<file path="config.mk">
export PLATFORM = sky130hd
export DESIGN_NAME = fetch_queue
export DESIGN_NICKNAME = d
export VERILOG_FILES = /design/src/rtl/fetch_queue.sv
export SDC_FILE = /design/constraint.sdc
export NUM_CORES = 1
export LEC_CHECK = 0
export ABC_AREA = 1
export BUFFER_PORTS_ARGS = -buffer_cell sky130_fd_sc_hd__buf_2
export CORE_ASPECT_RATIO = 1.5
export CORE_MARGIN = 2
export CORE_UTILIZATION = 29
export DETAILED_ROUTE_END_ITERATION = 16
export PLACE_DENSITY_LB_ADDON = 0.12
export SLEW_MARGIN = 20
export SYNTH_ARGS = -nofsm -noshare
export SYNTH_HDL_FRONTEND = slang
export SYNTH_SLANG_ARGS = --single-unit
</file>
<file path="constraint.sdc">
create_clock -name clk -period 4.3 [get_ports clk]
set_input_delay 0.86 -clock clk [delete_from_list [all_inputs] [get_ports clk]]
set_output_delay 0.86 -clock clk [all_outputs]
set_load 0.005 [all_outputs]
</file>
<file path="src/rtl/fetch_queue.sv">
// Instruction fetch queue: issues word-aligned reads to instruction memory,
// buffers up to DEPTH {pc, instr} pairs and hands them to the control unit.
// A redirect flushes the queue and restarts fetching at a new address. A read
// that is still in flight when the redirect arrives is finished and discarded.
module fetch_queue #(
  parameter logic [31:0] RESET_PC = 32'h0000_0000,
  parameter int          DEPTH    = 4
) (
  input  logic        clk,
  input  logic        reset,
  input  logic        FQredirect,
  input  logic [31:0] FQredirect_pc,
  output logic        FQmem_req,
  output logic [31:0] FQmem_addr,
  input  logic        FQmem_ack,
  input  logic [31:0] FQmem_rdata,
  output logic        FQvalid,
  output logic [31:0] FQinstr,
  output logic [31:0] FQpc,
  input  logic        FQready
);

  localparam int AW = $clog2(DEPTH);
  localparam int CW = AW + 1;
  localparam logic [CW-1:0] FULL = CW'(DEPTH);

  typedef enum logic [1:0] {S_IDLE, S_REQ, S_DROP} state_e;

  state_e        state_q, state_d;
  logic [31:0]   fetch_pc_q, fetch_pc_d;
  logic [31:0]   drop_addr_q, drop_addr_d;
  logic [CW-1:0] count_q, count_d;
  logic [AW-1:0] rd_ptr_q, rd_ptr_d;
  logic [AW-1:0] wr_ptr_q, wr_ptr_d;
  logic [31:0]   pc_mem_q    [DEPTH];
  logic [31:0]   instr_mem_q [DEPTH];

  logic          push;
  logic          pop;
  logic [CW-1:0] count_after_push;

  function automatic logic [31:0] align_pc(input logic [31:0] a);
    return {a[31:2], 2'b00};
  endfunction

  assign FQvalid = (count_q != '0);
  assign pop     = FQvalid && FQready;
  // Occupancy if the fetch in flight is pushed this cycle (pop still honoured).
  assign count_after_push = count_q + CW'(1) - CW'(pop);

  // Head of queue comes from the storage registers; an empty queue shows zeros.
  assign FQinstr = FQvalid ? instr_mem_q[rd_ptr_q] : '0;
  assign FQpc    = FQvalid ? pc_mem_q[rd_ptr_q]    : '0;

  // Fetch FSM: request issue, push decision and redirect handling.
  always_comb begin
    state_d     = state_q;
    fetch_pc_d  = fetch_pc_q;
    drop_addr_d = drop_addr_q;
    push        = 1'b0;
    FQmem_req   = 1'b0;
    FQmem_addr  = align_pc(fetch_pc_q);
    case (state_q)
      S_IDLE: begin
        if (FQredirect) begin
          fetch_pc_d = align_pc(FQredirect_pc);
          state_d    = S_REQ;
        end else if (count_q < FULL) begin
          state_d = S_REQ;
        end
      end
      S_REQ: begin
        FQmem_req = 1'b1;
        if (FQredirect) begin
          fetch_pc_d = align_pc(FQredirect_pc);
          // An un-acked read must still complete; remember its address so the
          // bus stays stable while we wait to throw its data away.
          if (!FQmem_ack) begin
            drop_addr_d = align_pc(fetch_pc_q);
            state_d     = S_DROP;
          end
        end else if (FQmem_ack) begin
          push       = 1'b1;
          fetch_pc_d = fetch_pc_q + 32'd4;
          state_d    = (count_after_push < FULL) ? S_REQ : S_IDLE;
        end
      end
      S_DROP: begin
        FQmem_req  = 1'b1;
        FQmem_addr = drop_addr_q;
        if (FQredirect) begin
          fetch_pc_d = align_pc(FQredirect_pc);
        end
        if (FQmem_ack) begin
          state_d = S_REQ;
        end
      end
      default: state_d = S_IDLE;
    endcase
  end

  // Queue pointers and occupancy; a redirect empties the queue outright.
  always_comb begin
    rd_ptr_d = rd_ptr_q;
    wr_ptr_d = wr_ptr_q;
    count_d  = count_q;
    if (FQredirect) begin
      rd_ptr_d = '0;
      wr_ptr_d = '0;
      count_d  = '0;
    end else begin
      if (push) wr_ptr_d = wr_ptr_q + AW'(1);
      if (pop)  rd_ptr_d = rd_ptr_q + AW'(1);
      count_d = count_q + CW'(push) - CW'(pop);
    end
  end

  // Control state registers with synchronous active-low reset.
  always_ff @(posedge clk) begin
    if (!reset) begin
      state_q    <= S_IDLE;
      fetch_pc_q <= align_pc(RESET_PC);
      count_q    <= '0;
      rd_ptr_q   <= '0;
      wr_ptr_q   <= '0;
    end else begin
      state_q    <= state_d;
      fetch_pc_q <= fetch_pc_d;
      count_q    <= count_d;
      rd_ptr_q   <= rd_ptr_d;
      wr_ptr_q   <= wr_ptr_d;
    end
  end

  // Data storage: written only on a push outside reset, never cleared.
  always_ff @(posedge clk) begin
    drop_addr_q <= drop_addr_d;
    if (reset && push) begin
      pc_mem_q[wr_ptr_q]    <= align_pc(fetch_pc_q);
      instr_mem_q[wr_ptr_q] <= FQmem_rdata;
    end
  end

endmodule

</file>
# Word level (Yosys, flattened, before mapping)
# Memory sizes are Yosys's and may differ from the RTL's. A register that Yosys moved wholly into a read port is not among the register bits.
# Cells that the tools add are included.
# W data, S select, Z words.
[totals]
inputBits = 69
ramBits = 248
n_memories = 2
ff_bits = 71
[mem_list]
columns = ["memory", "words", "word_bits", "rd", "rd_ports_with_merged_regs", "wr", "line", "text"]
rows = [
  ["instr_mem_q", 4, 32, 1, 1, 1, "36", "logic [31:0] instr_mem_q [DEPTH];"],
  ["pc_mem_q", 4, 30, 1, 1, 1, "35", "logic [31:0] pc_mem_q [DEPTH];"],
]
[classes]
magnitude_cmp = 2
reduce_logical = 11
n_addsub = 7
bitwise = 2
n_mux = 25
n_eq_ne = 7
[op_table]
columns = ["op", "count"]
rows = [
  ["$mux W32", 6],
  ["$pmux W32 S2", 1],
  ["$add A32 B3 Y32 const B", 1],
  ["$mux W2", 10],
  ["$ne A3 B3 Y1 const B", 3],
  ["$mux W1", 7],
  ["$lt A3 B3 Y1 const B", 2],
  ["$pmux W2 S3", 1],
  ["$reduce_and A3 Y1", 2],
  ["$reduce_or A2 Y1", 3],
  ["$sub A3 B1 Y3", 2],
  ["$add A2 B1 Y2 const B", 2],
  ["$reduce_and A4 Y1", 1],
  ["$add A3 B1 Y3", 1],
  ["$add A3 B1 Y3 const B", 1],
  ["$reduce_bool A3 Y1", 1],
  ["$eq A2 B1 Y1 const B", 1],
  ["$eq A2 B2 Y1 const B", 1],
  ["$logic_and A1 B1 Y1", 2],
  ["$logic_not A2 Y1", 1],
  ["$ne A2 B1 Y1 const B", 1],
  ["$ne A2 B2 Y1 const B", 1],
  ["$not A1 Y1", 2],
  ["$reduce_bool A2 Y1", 1],
]

# Longest topological paths before layout
[depth]
word_depth = 8
depth_mapped = 12
ltp_nobuf = 12

# Worst setup path after synthesis
# OpenSTA, ideal clock, no wires.
[synth_timing]
path_kind = "input to register"
from = "in FQredirect"
to = "mem instr_mem_q[0][0] (enable)"
path_slack_ns = -0.010
path_stages = 5
t_required_ns = 3.818
setup_ns = 0.482
arrival_ns = 3.828
path_buffers = 0
cell_sequence = "inv_2 > nand2_1 > nor2_1 > nand2_1 > nor2_1"
[synth_between]
elab_chain_len = 5
[synth_lines]
columns = ["element", "line", "text"]
rows = [
  ["start, declared", "11", "input logic FQredirect,"],
  ["$mux W1", "74", "if (FQredirect) begin"],
  ["$mux W1", "63", "case (state_q)"],
  ["$logic_and A1 B1 Y1", "138", "if (reset && push) begin"],
  ["$mux W1", "138", ""],
  ["$mux W1 (implied by the code)", "140", "instr_mem_q[wr_ptr_q] <= FQmem_rdata;"],
  ["end, declared", "36", ""],
]
# Every way passes these cells.

# Final worst setup path
[layout_timing]
from = "reg state_q[0]"
to = "out FQmem_addr[22]"
[layout_between]
elab_chain_len = 2
[layout_lines]
columns = ["element", "line", "text"]
rows = [
  ["start, declared", "29", "state_e state_q, state_d;"],
  ["start signal, assigned", "127", "state_q <= state_d;"],
  ["$eq A2 B2 Y1", "63", ""],
  ["$mux W32", "63", ""],
  ["end, declared", "14", "output logic [31:0] FQmem_addr,"],
]
# Every way passes these cells.

==> summary.md <==
| Metric | Value |
|---|---|
| Chip Width | ~180 um |
| Total negative slack | 0 ns |
| Synth-to-layout area growth | 18.1% |
| Complex-gate fraction of the synthesized area | 0.105 |
| First drt pass iteration count | 5 |
| Sequential fraction of the synthesis area | 0.668 |
| P per Cell Area | approximately 500 nW/um^2 |
| CTS max path bufs | 3 |
| Setup violations, final | 0 |
| Clk sinks | roughly 320 |
| First-pass GRT wire length | between 50000 and 60000 um |
| Routed Antenna Nets | 0 |
| Latest clock arrival within the worst-skew pair | around 0.52 ns |
| Proportion of synthesized area in mux cells | 0 |
| Core Region | approximately 47000 um^2 |
| Highest clock rate | about 290 MHz |
| CP Data Required Time | 3.44 ns |
| HP Class | reg2reg |
| Hold buffers post-CTS | 0 |
| Antenna diodes | 0 |
| Overall Power | 8120 uW |
| Storage cell area | between 9000 and 10000 um^2 |
| Resized Gates After CTS | 0 |
| CP Max Fanout | 24 |
| Hpwl dp | roughly 23000 um |
| Sequential Power Share | 0.488 |
| Die Y | around 270 um |
| Finished Cell Area | around 16000 um^2 |
| Reg2reg start | state_q[1] |
| Placed instance area | around 15000 um^2 |
| Fin cells | 2086 |
| DR iter-0 viols | 492 |
| Largest net degree at the start of global routing | ~110 |
| Simple-Gate Fraction of Synth Area | 0.173 |
| EDFF count, synth | 278 |
| Area leader, netlist | edfxtp_1 |
| Synth Area in Adders | 0.0115 |
| Gr usage total | 0.157 |
| Min Tclk post-route | 3.39 ns |
| P_leak | between 0.005 and 0.006 uW |
| Tcrit/Tclk final | 0.789 |
| Clk pwr share | 0.358 |
| Num ports | 167 |
| Async SR Flop Fraction | 0 |
| Final WL | between 30000 and 40000 um |
| Cells on worst reg2reg path | 7 |
| Dominant cells by area after synthesis | edfxtp_1 (61%), nor2_1 (9.4%), o21ai_0 (6.6%), dfxtp_1 (6.0%), nand2_1 (4.8%) |
| TritonCTS clock tree | yes |
| H-tree Lvls | 2 |
| Std cell rows | between 90 and 100 |
| Grt ovf | 0 |
| Yosys reg bits | approximately 320 |
| Share of cells above drive strength 1 | 0.172 |
| Ys flop type | edfxtp_1 |
| Pins Over Slew Limit | 0 |
| Vias after detailed routing | 9838 |
| Post-Syn Instances | around 1300 |
| Critical Path AT | approximately 2.5 ns |
| FF-to-FF End | fetch_pc_q[5] |
| RSZ-0062 raised after global routing | false |
| Critical Path Source Type | flop |
| Crit path to | FQmem_addr[22] |
| Outcome | completed |
| Internal power | about 5800 uW |
| Number of global-route vias before repair | ~10000 |
| Syn. warnings | 0 |
| Setup Buffers After CTS | 0 |
| Fill cells | between 4000 and 5000 |
| Netlist cell types | 37 |
| Root Driver | clkbuf_16 |
| Routed WL per cell | roughly 18 um |
| Initial core utilization | 0.294 |
| Placer congestion estimate | a little over 0.8 |
| Setup CP Type | reg2out |
| Critical path launch point | state_q[0] |
| Via density | 4.72 |
| Largest family of logic cells by synthesized area | simple AND/OR/NAND/NOR gates |
| # nets final | 1552 |
| Comb power frac | 0.154 |
| CP endpoint kind | output pin |
| Multi-input logic area | between 4000 and 5000 um^2 |
| Worst Skew | around 0.016 ns |
| Min Hold Slack | 0.454 ns |
| Number of buffers created by CTS | 36 |
| Maximum resistive drop on vdd | between 0.3 and 0.4 mV |
| Mapped cell area | ~14000 um^2 |
| Slew margin rel. | 0.331 |
| Post-Synth XOR/XNOR Area | 0.00191 |
| Worst-Margin Slew | 1.00 ns |
| # port buffers | 160 |
| Maxcap violations | 0 |
| Initial antenna violation count | 0 |
| Syn_area_per_cell | between 10 and 15 um^2 |
| Drt drc | 0 |
| Placed cells | 2027 |
| P_sw | 2320 uW |
| Die ar. | about 50000 um^2 |
| Clk pin slew, worst setup/hold paths | 0.06 ns |
| Fin. Hold Viols | 0 |
| Top cell type's share of synthesized area | 0.608 |
| Switching part of the total power | 0.286 |
| Reg2Reg Setup Slack | around 1.7 ns |
## routing by layer
metal  part of all wire  GRT usage
met1               0.41      0.185
met2               0.51      0.281
met3              0.045     0.0240
met4              0.041     0.0672
met5                  0          0
## worst min-delay path by stage
stage | cells past startpoint | endpoint | start
floorplan | 2 | flop | rd_ptr_q[1]
global placement | 2 | flop | rd_ptr_q[1]
detailed placement | 2 | flop | rd_ptr_q[1]
CTS | 2 | flop | rd_ptr_q[1]
global route | 1 | rd_ptr_q[0] | rd_ptr_q[0]
finish | 2 | flop | rd_ptr_q[1]
## power by group through the flow
| stage | Sequential (uW) | Combinational, uW | Clock [uW] |
|---|---|---|---|
| after CTS | 3970 | 1280 | 3020 |
| after global placement | 4030 | 1280 | 0 |
| after floorplan | 3890 | 820 | 0 |
| final | 3960 | 1250 | 2910 |
| after global routing | 4000 | 1430 | 3130 |
| after detailed placement | 4040 | 1280 | 0 |
## state kept, by name (all words and copies together) (netlist names), named ones only
register     flops
count_q          3
drop_addr_q     30
fetch_pc_q      30
instr_mem_q    128
pc_mem_q       120
rd_ptr_q         2
state_q          2
wr_ptr_q         2
## critical path: stages, from the launching register on
cell      delay, ns
dfxtp_1        0.34
inv_1          0.11
ha_2           0.53
clkinv_1       0.61
nand2_1        0.18
nand2_1        0.08
buf_2          0.13
## through the flow
step | setup WS, ns | utilization
finish | 0.906 | 0.347
global route | 0.716 | 0.347
CTS | 0.802 | 0.347
detailed placement | 1.23 | 0.324
global placement | 1.27 | 0.324
floorplan | -0.0101 | -
## cell usage after synthesis (3+ instances only)
| cell | number |
|---|---|
| a211oi_1 | 3 |
| a21oi_1 | 102 |
| buf_1 | 3 |
| buf_2 | 21 |
| buf_4 | 8 |
| clkbuf_1 | 35 |
| dfxtp_1 | 41 |
| edfxtp_1 | 278 |
| ha_1 | 11 |
| inv_1 | 47 |
| inv_2 | 5 |
| nand2_1 | 174 |
| nand2_2 | 5 |
| nand3_1 | 31 |
| nand3b_1 | 3 |
| nand4_1 | 3 |
| nor2_1 | 343 |
| nor2_2 | 5 |
| nor2_4 | 4 |
| o21ai_0 | 180 |
| xor2_1 | 3 |
## cell usage in the layout, fill, tap and decap left out, types with 2 or more instances in the layout
master / n
nand2_1: 174
edfxtp_1: 278
conb_1: 4
ha_1: 10
a211oi_1: 3
nand2_4: 2
nand4_1: 3
a21oi_1: 102
or2_2: 2
nor2_1: 338
nor2_4: 8
inv_2: 3
bufinv_16: 2
buf_12: 3
nor2_8: 2
xor2_1: 3
clkinvlp_4: 3
clkbuf_1: 10
clkbuf_16: 37
clkinv_1: 5
dfxtp_1: 39
nand3_1: 31
clkinv_2: 3
nand3b_1: 3
buf_2: 160
buf_4: 12
inv_1: 47
nand2_2: 5
o21ai_0: 180
nand3_2: 2
nor2_2: 6
## kinds of logic after synthesis
group	after synthesis
simple gates	579
flops	319
compound gates	287
buf+inv	124
fa+ha+maj	12
xor+xnor	3
other cells	1
## layout make-up
| type | instances | area share |
|---|---|---|
| flip-flops and latches | 319 | 0.566 |
| repair buffers | 175 | 0.0587 |
| multi-input cells | 885 | 0.250 |
| clock inverters | 11 | 0.00687 |
| well taps | 594 | 0.0458 |
| clock buffers | 48 | 0.0603 |
| inverters | 54 | 0.0128 |
Power figures use the tool's default switching activity.
